File: src/rtl/reset_sequencer.sv
// Staged reset release sequencer: waits for a stable PLL lock, releases three
// active-low resets in order, then supervises downstream readiness with retries.
module reset_sequencer #(
    parameter int SYNC_STAGES          = 2,
    parameter int LOCK_STABLE_CYCLES   = 1000,
    parameter int STAGE_GAP_CYCLES     = 256,
    parameter int READY_TIMEOUT_CYCLES = 10_000_000,
    parameter int MAX_RETRIES          = 3
) (
    input  logic       clock,
    input  logic       reset,
    input  logic       pll_locked,
    input  logic       ready_in,
    output logic [2:0] reset_out,
    output logic       all_ready,
    output logic       fault,
    output logic [1:0] retry_count,
    output logic [2:0] state_dbg
);

    typedef enum logic [2:0] {
        IDLE       = 3'd0,
        WAIT_LOCK  = 3'd1,
        RELEASE    = 3'd2,
        WAIT_READY = 3'd3,
        RUN        = 3'd4,
        FAULT      = 3'd5
    } state_t;

    localparam logic [31:0] STABLE_LAST  = 32'(LOCK_STABLE_CYCLES - 1);
    localparam logic [31:0] GAP_LAST     = 32'(STAGE_GAP_CYCLES - 1);
    localparam logic [31:0] TIMEOUT_LAST = 32'(READY_TIMEOUT_CYCLES - 1);
    localparam logic [1:0]  RETRY_LIMIT  = 2'(MAX_RETRIES);

    state_t                 state, state_nxt;
    logic [SYNC_STAGES-1:0] sync_q;
    logic                   locked_sync;
    logic [31:0]            stable_cnt, stable_nxt;
    logic [31:0]            cycle_cnt, cycle_nxt;
    logic [2:0]             reset_out_nxt;
    logic                   all_ready_nxt;
    logic                   fault_nxt;
    logic [1:0]             retry_nxt;
    logic                   lose_lock;
    logic                   retry_req;

    assign locked_sync = sync_q[SYNC_STAGES-1];
    assign state_dbg   = state;

    // NOTE: sequential state uses non-blocking assignments so every flop samples
    // the pre-edge values, independent of statement order.
    always_ff @(posedge clock) begin
        if (!reset) begin
            sync_q      <= '0;
            state       <= IDLE;
            stable_cnt  <= '0;
            cycle_cnt   <= '0;
            reset_out   <= '0;
            all_ready   <= 1'b0;
            fault       <= 1'b0;
            retry_count <= '0;
        end else begin
            sync_q      <= {sync_q[SYNC_STAGES-2:0], pll_locked};
            state       <= state_nxt;
            stable_cnt  <= stable_nxt;
            cycle_cnt   <= cycle_nxt;
            reset_out   <= reset_out_nxt;
            all_ready   <= all_ready_nxt;
            fault       <= fault_nxt;
            retry_count <= retry_nxt;
        end
    end

    // NOTE: every signal gets a default before the case so no path leaves one
    // unassigned, which would otherwise infer a latch.
    always_comb begin
        state_nxt     = state;
        stable_nxt    = stable_cnt;
        cycle_nxt     = cycle_cnt;
        reset_out_nxt = reset_out;
        all_ready_nxt = all_ready;
        fault_nxt     = fault;
        retry_nxt     = retry_count;
        lose_lock     = 1'b0;
        retry_req     = 1'b0;

        case (state)
            IDLE: begin
                state_nxt     = WAIT_LOCK;
                reset_out_nxt = '0;
                all_ready_nxt = 1'b0;
                stable_nxt    = '0;
                cycle_nxt     = '0;
            end
            WAIT_LOCK: begin
                reset_out_nxt = '0;
                all_ready_nxt = 1'b0;
                if (!locked_sync) begin
                    stable_nxt = '0;
                end else if (stable_cnt == STABLE_LAST) begin
                    state_nxt     = RELEASE;
                    stable_nxt    = '0;
                    cycle_nxt     = '0;
                    reset_out_nxt = 3'b001;
                end else begin
                    stable_nxt = stable_cnt + 32'd1;
                end
            end
            RELEASE: begin
                if (!locked_sync) begin
                    lose_lock = 1'b1;
                end else if (cycle_cnt == GAP_LAST) begin
                    cycle_nxt = '0;
                    // Bit 1 already released means this gap ends with the last stage.
                    if (reset_out[1]) begin
                        reset_out_nxt = 3'b111;
                        state_nxt     = WAIT_READY;
                    end else begin
                        reset_out_nxt = 3'b011;
                    end
                end else begin
                    cycle_nxt = cycle_cnt + 32'd1;
                end
            end
            WAIT_READY: begin
                if (!locked_sync) begin
                    lose_lock = 1'b1;
                end else if (ready_in) begin
                    state_nxt     = RUN;
                    all_ready_nxt = 1'b1;
                    cycle_nxt     = '0;
                end else if (cycle_cnt == TIMEOUT_LAST) begin
                    retry_req = 1'b1;
                end else begin
                    cycle_nxt = cycle_cnt + 32'd1;
                end
            end
            RUN: begin
                if (!locked_sync) begin
                    lose_lock = 1'b1;
                end else if (!ready_in) begin
                    retry_req = 1'b1;
                end
            end
            FAULT: begin
                reset_out_nxt = '0;
                all_ready_nxt = 1'b0;
                fault_nxt     = 1'b1;
            end
            default: begin
                state_nxt = IDLE;
            end
        endcase

        if (lose_lock) begin
            state_nxt     = WAIT_LOCK;
            reset_out_nxt = '0;
            all_ready_nxt = 1'b0;
            stable_nxt    = '0;
            cycle_nxt     = '0;
        end else if (retry_req) begin
            reset_out_nxt = '0;
            all_ready_nxt = 1'b0;
            stable_nxt    = '0;
            cycle_nxt     = '0;
            if (retry_count < RETRY_LIMIT) begin
                retry_nxt = retry_count + 2'd1;
                state_nxt = WAIT_LOCK;
            end else begin
                state_nxt = FAULT;
                fault_nxt = 1'b1;
            end
        end
    end

endmodule

File: config.mk
export PLATFORM = sky130hd
export DESIGN_NAME = reset_sequencer
export DESIGN_NICKNAME = d
export VERILOG_FILES = /design/src/rtl/reset_sequencer.sv
export SDC_FILE = /design/constraint.sdc
export NUM_CORES = 1
export LEC_CHECK = 0
export ABC_AREA = 0
export CAP_MARGIN = 5
export CORE_ASPECT_RATIO = 1.5
export CORE_MARGIN = 1
export CORE_UTILIZATION = 30
export DETAILED_ROUTE_END_ITERATION = 12
export PLACE_DENSITY_LB_ADDON = 0.1
export SLEW_MARGIN = 20
export SYNTH_ARGS = -nofsm -noshare
export SYNTH_HDL_FRONTEND = slang
export SYNTH_SLANG_ARGS = --single-unit
File: constraint.sdc
create_clock -name clock -period 3.6 [get_ports clock]
set_input_delay 0.9 -clock clock [delete_from_list [all_inputs] [get_ports clock]]
set_output_delay 0.9 -clock clock [all_outputs]
set_load 0.02 [all_outputs]
==> results of run 1 <==
state kept, by name (all words and copies together) (netlist names):
signal	cells
fault	1
retry_count	2
reset_out	3
all_ready	1
state_dbg	3
cycle_cnt	32
sync_q	2
stable_cnt	32
kinds of logic after synthesis:
family / Yosys count / share of synthesized area [%]
simple gates: 272 / 35.9
flops: 76 / 38.2
compound gates: 57 / 8.92
xor+xnor: 55 / 12.1
buf+inv: 32 / 3.20
mux: 3 / 0.754
fa+ha+maj: 3 / 0.943
per-layer routing:
metal  vias up  global-route usage [%]  share of wire, %
met5         -                       0                 0
met4         0                    6.76               2.3
met3        18                    4.05               2.1
met2        40                    29.5                52
met1      1684                    19.3                44
li1       1820                       -                 -
worst max path at each step:
| stage | from | endpoint | depth (start not counted) |
|---|---|---|---|
| floorplan | stable_cnt[3] | cycle_cnt[19] | 7 |
| global placement | ready_in | stable_cnt[27] | 8 |
| detailed placement | ready_in | stable_cnt[30] | 8 |
| CTS | stable_cnt[20] | cycle_cnt[7] | 6 |
| global route | stable_cnt[24] | cycle_cnt[7] | 6 |
| finish | stable_cnt[24] | cycle_cnt[7] | 6 |
power breakdown:
part           leakage (nW)  switching (mW)  internal, mW
Combinational         0.671          0.0573        0.0303
Sequential            0.613          0.0119         0.845
Clock                 0.160           0.370         0.611
through the flow:
| stage | total power [mW] | hold WS (ps) | instances |
|---|---|---|---|
| 6_report | 1.93 | 436 | 676 |
| 3_5_place_dp | 0.964 | 425 | 660 |
| 2_1_floorplan | 0.933 | 412 | 498 |
| 3_3_place_gp | 0.964 | 430 | 660 |
| 5_1_grt | 2.01 | 470 | 676 |
| 4_1_cts | 1.96 | 440 | 676 |
cells in the final DEF, fill, tap and decap left out, types with 9 or more instances in the layout:
master / n
nor2_1: 79
dfxtp_1: 76
xnor2_1: 40
nand2_1: 33
nor4_1: 32
nand3_1: 26
nand4_1: 24
a21oi_1: 20
nor3_1: 19
xor2_1: 15
clkdlybuf4s50_1: 13
o21ai_0: 12
buf_4: 12
and3_1: 10
inv_1: 9
clkbuf_16: 9
final cells by class:
type,count,area [µm²],area share (%)
tap,159,199,4.27
multi-input combinational,390,2340,50.2
sequential,76,1520,32.6
timing repair buffer,26,240,5.15
inverter,9,33.8,0.725
clock inverter,7,100,2.15
clock buffer,9,225,4.83
==> flow_summary.json, run 1 <==
{
  "cts_buffers": 9,
  "crit_chain": "or4_1 > or4_4 > o31a_1 > or3_1 > or4_1 > o22ai_1",
  "portBuffers": 13,
  "finalHoldViolCount": 0,
  "ys_types": 50,
  "netlist_top_cells_count": "nor2_1, dfxtp_1, xnor2_1, nand2_1, nor4_1",
  "htree_levels": 3,
  "end_kind": "flop",
  "synth_edf_count": 0,
  "vdd_drop_max_v": 0.000173,
  "drtIter0Drc": 86,
  "period_share_pct": 86.6,
  "antenna_cells": 0,
  "routed_wl_um": 10600,
  "cp_num_buf_inv": 0,
  "die_width_um": 96.1,
  "worstPathRequired_ps": 3870,
  "crit_top_cell": "or4_1",
  "synth.most_common_cell": "nor2_1",
  "final_area_um2": 4660,
  "slowest_stage": "or4_4",
  "drv_cap": 0,
  "setup_viol": 0,
  "worstReg2RegEnd": "cycle_cnt[7]",
  "rsz0062_at_grt": "false",
  "hold_buffers": 0,
  "ys_seq_area_share_pct": 38.2,
  "core-area_um2": 13000,
  "timing.reg2reg.setup_slack_ps": 480,
  "synthArstFlopShare_pct": 0,
  "min_to": "sync_q[1]",
  "reg2reg_depth": 6,
  "grt_start_max_net_pins": 32,
  "dr.pass1.iters": 4,
  "ys_ff_latch": 76,
  "worstMarginPinSlew_ps": 762,
  "nets": 519,
  "drive_above_1_share_pct": 7.74,
  "maxSlewHeadroom_pct": 48.7,
  "synth_top_area_share_pct": 38.2,
  "crit_path_start_kind": "flop",
  "grt_pass1_wl_um": 17700,
  "grt_overflow": 0,
  "grt_pass1_vias": 3494,
  "wl_per_cell_um": 15.6,
  "num_vias": 3562,
  "tritoncts": "yes",
  "grtUsageTotal_pct": 16.9,
  "r2r_start": "stable_cnt[24]",
  "min_path_type": "reg -> reg",
  "pre_cts_ws_ps": 411,
  "max_stage_delay_ps": 580,
  "die_h_um": 143,
  "dpl_cell_area_um2": 4340,
  "cts_root_buf": "clkbuf_16",
  "crit_path_max_fanout": 10,
  "ctsResizeCount": 0,
  "avgSynthCellArea_um2": 8.00,
  "synth-warning-count": 0,
  "antenna_left": 0,
  "start_util_pct": 30.7,
  "setup_tns_ps": 0,
  "rows": 51,
  "antenna_found_initial": 0,
  "num-fill-cells": 1390,
  "fmax_mhz": 321,
  "ios": 14,
  "post-route-min-period_ps": 3120,
  "worstHoldPathCells": 1,
  "utilization_pct": 36.0,
  "fin_ws_ps": 481,
  "slew_viol_final": 0,
  "synth_nets": 505,
  "hp-start": "sync_q[0]",
  "worstSkewPairLatency_ps": 340,
  "post-dp-hpwl_um": 7620,
  "clk_pin_slew_ps": 60,
  "clockBufferDepth": 2,
  "netlist_area_um2": 3980,
  "critical_path_class": "reg -> reg",
  "postCtsSetupBuffers": 0,
  "p_per_area_nw_per_um2": 413,
  "ys.flop_type": "dfxtp_1",
  "drc": 0,
  "viasPerCell": 5.27,
  "status": "finished clean",
  "p_leak_nw": 1.44,
  "path_delay_family": "simple AND/OR/NAND/NOR gates",
  "synthTopCellsByArea": "dfxtp_1, xnor2_1, nor2_1",
  "place_congestion": 0.788,
  "cts.sink_count": 76,
  "post-synth-top-area-cell": "dfxtp_1",
  "dieArea_um2": 13700,
  "crit_arrival_ps": 3380,
  "area.growth.synth_to_final_pct": 17.0,
  "finClkSkew_ps": 9.06,
  "syn_inst": 498
}
No activity file was read; power rests on OpenSTA's default activity.
==> run 2: changes to the inputs <==
- SKIP_CTS_REPAIR_TIMING: unset -> 1
==> results of run 2 <==
The final DEF is identical to that of run 1; final timing and power are the same.
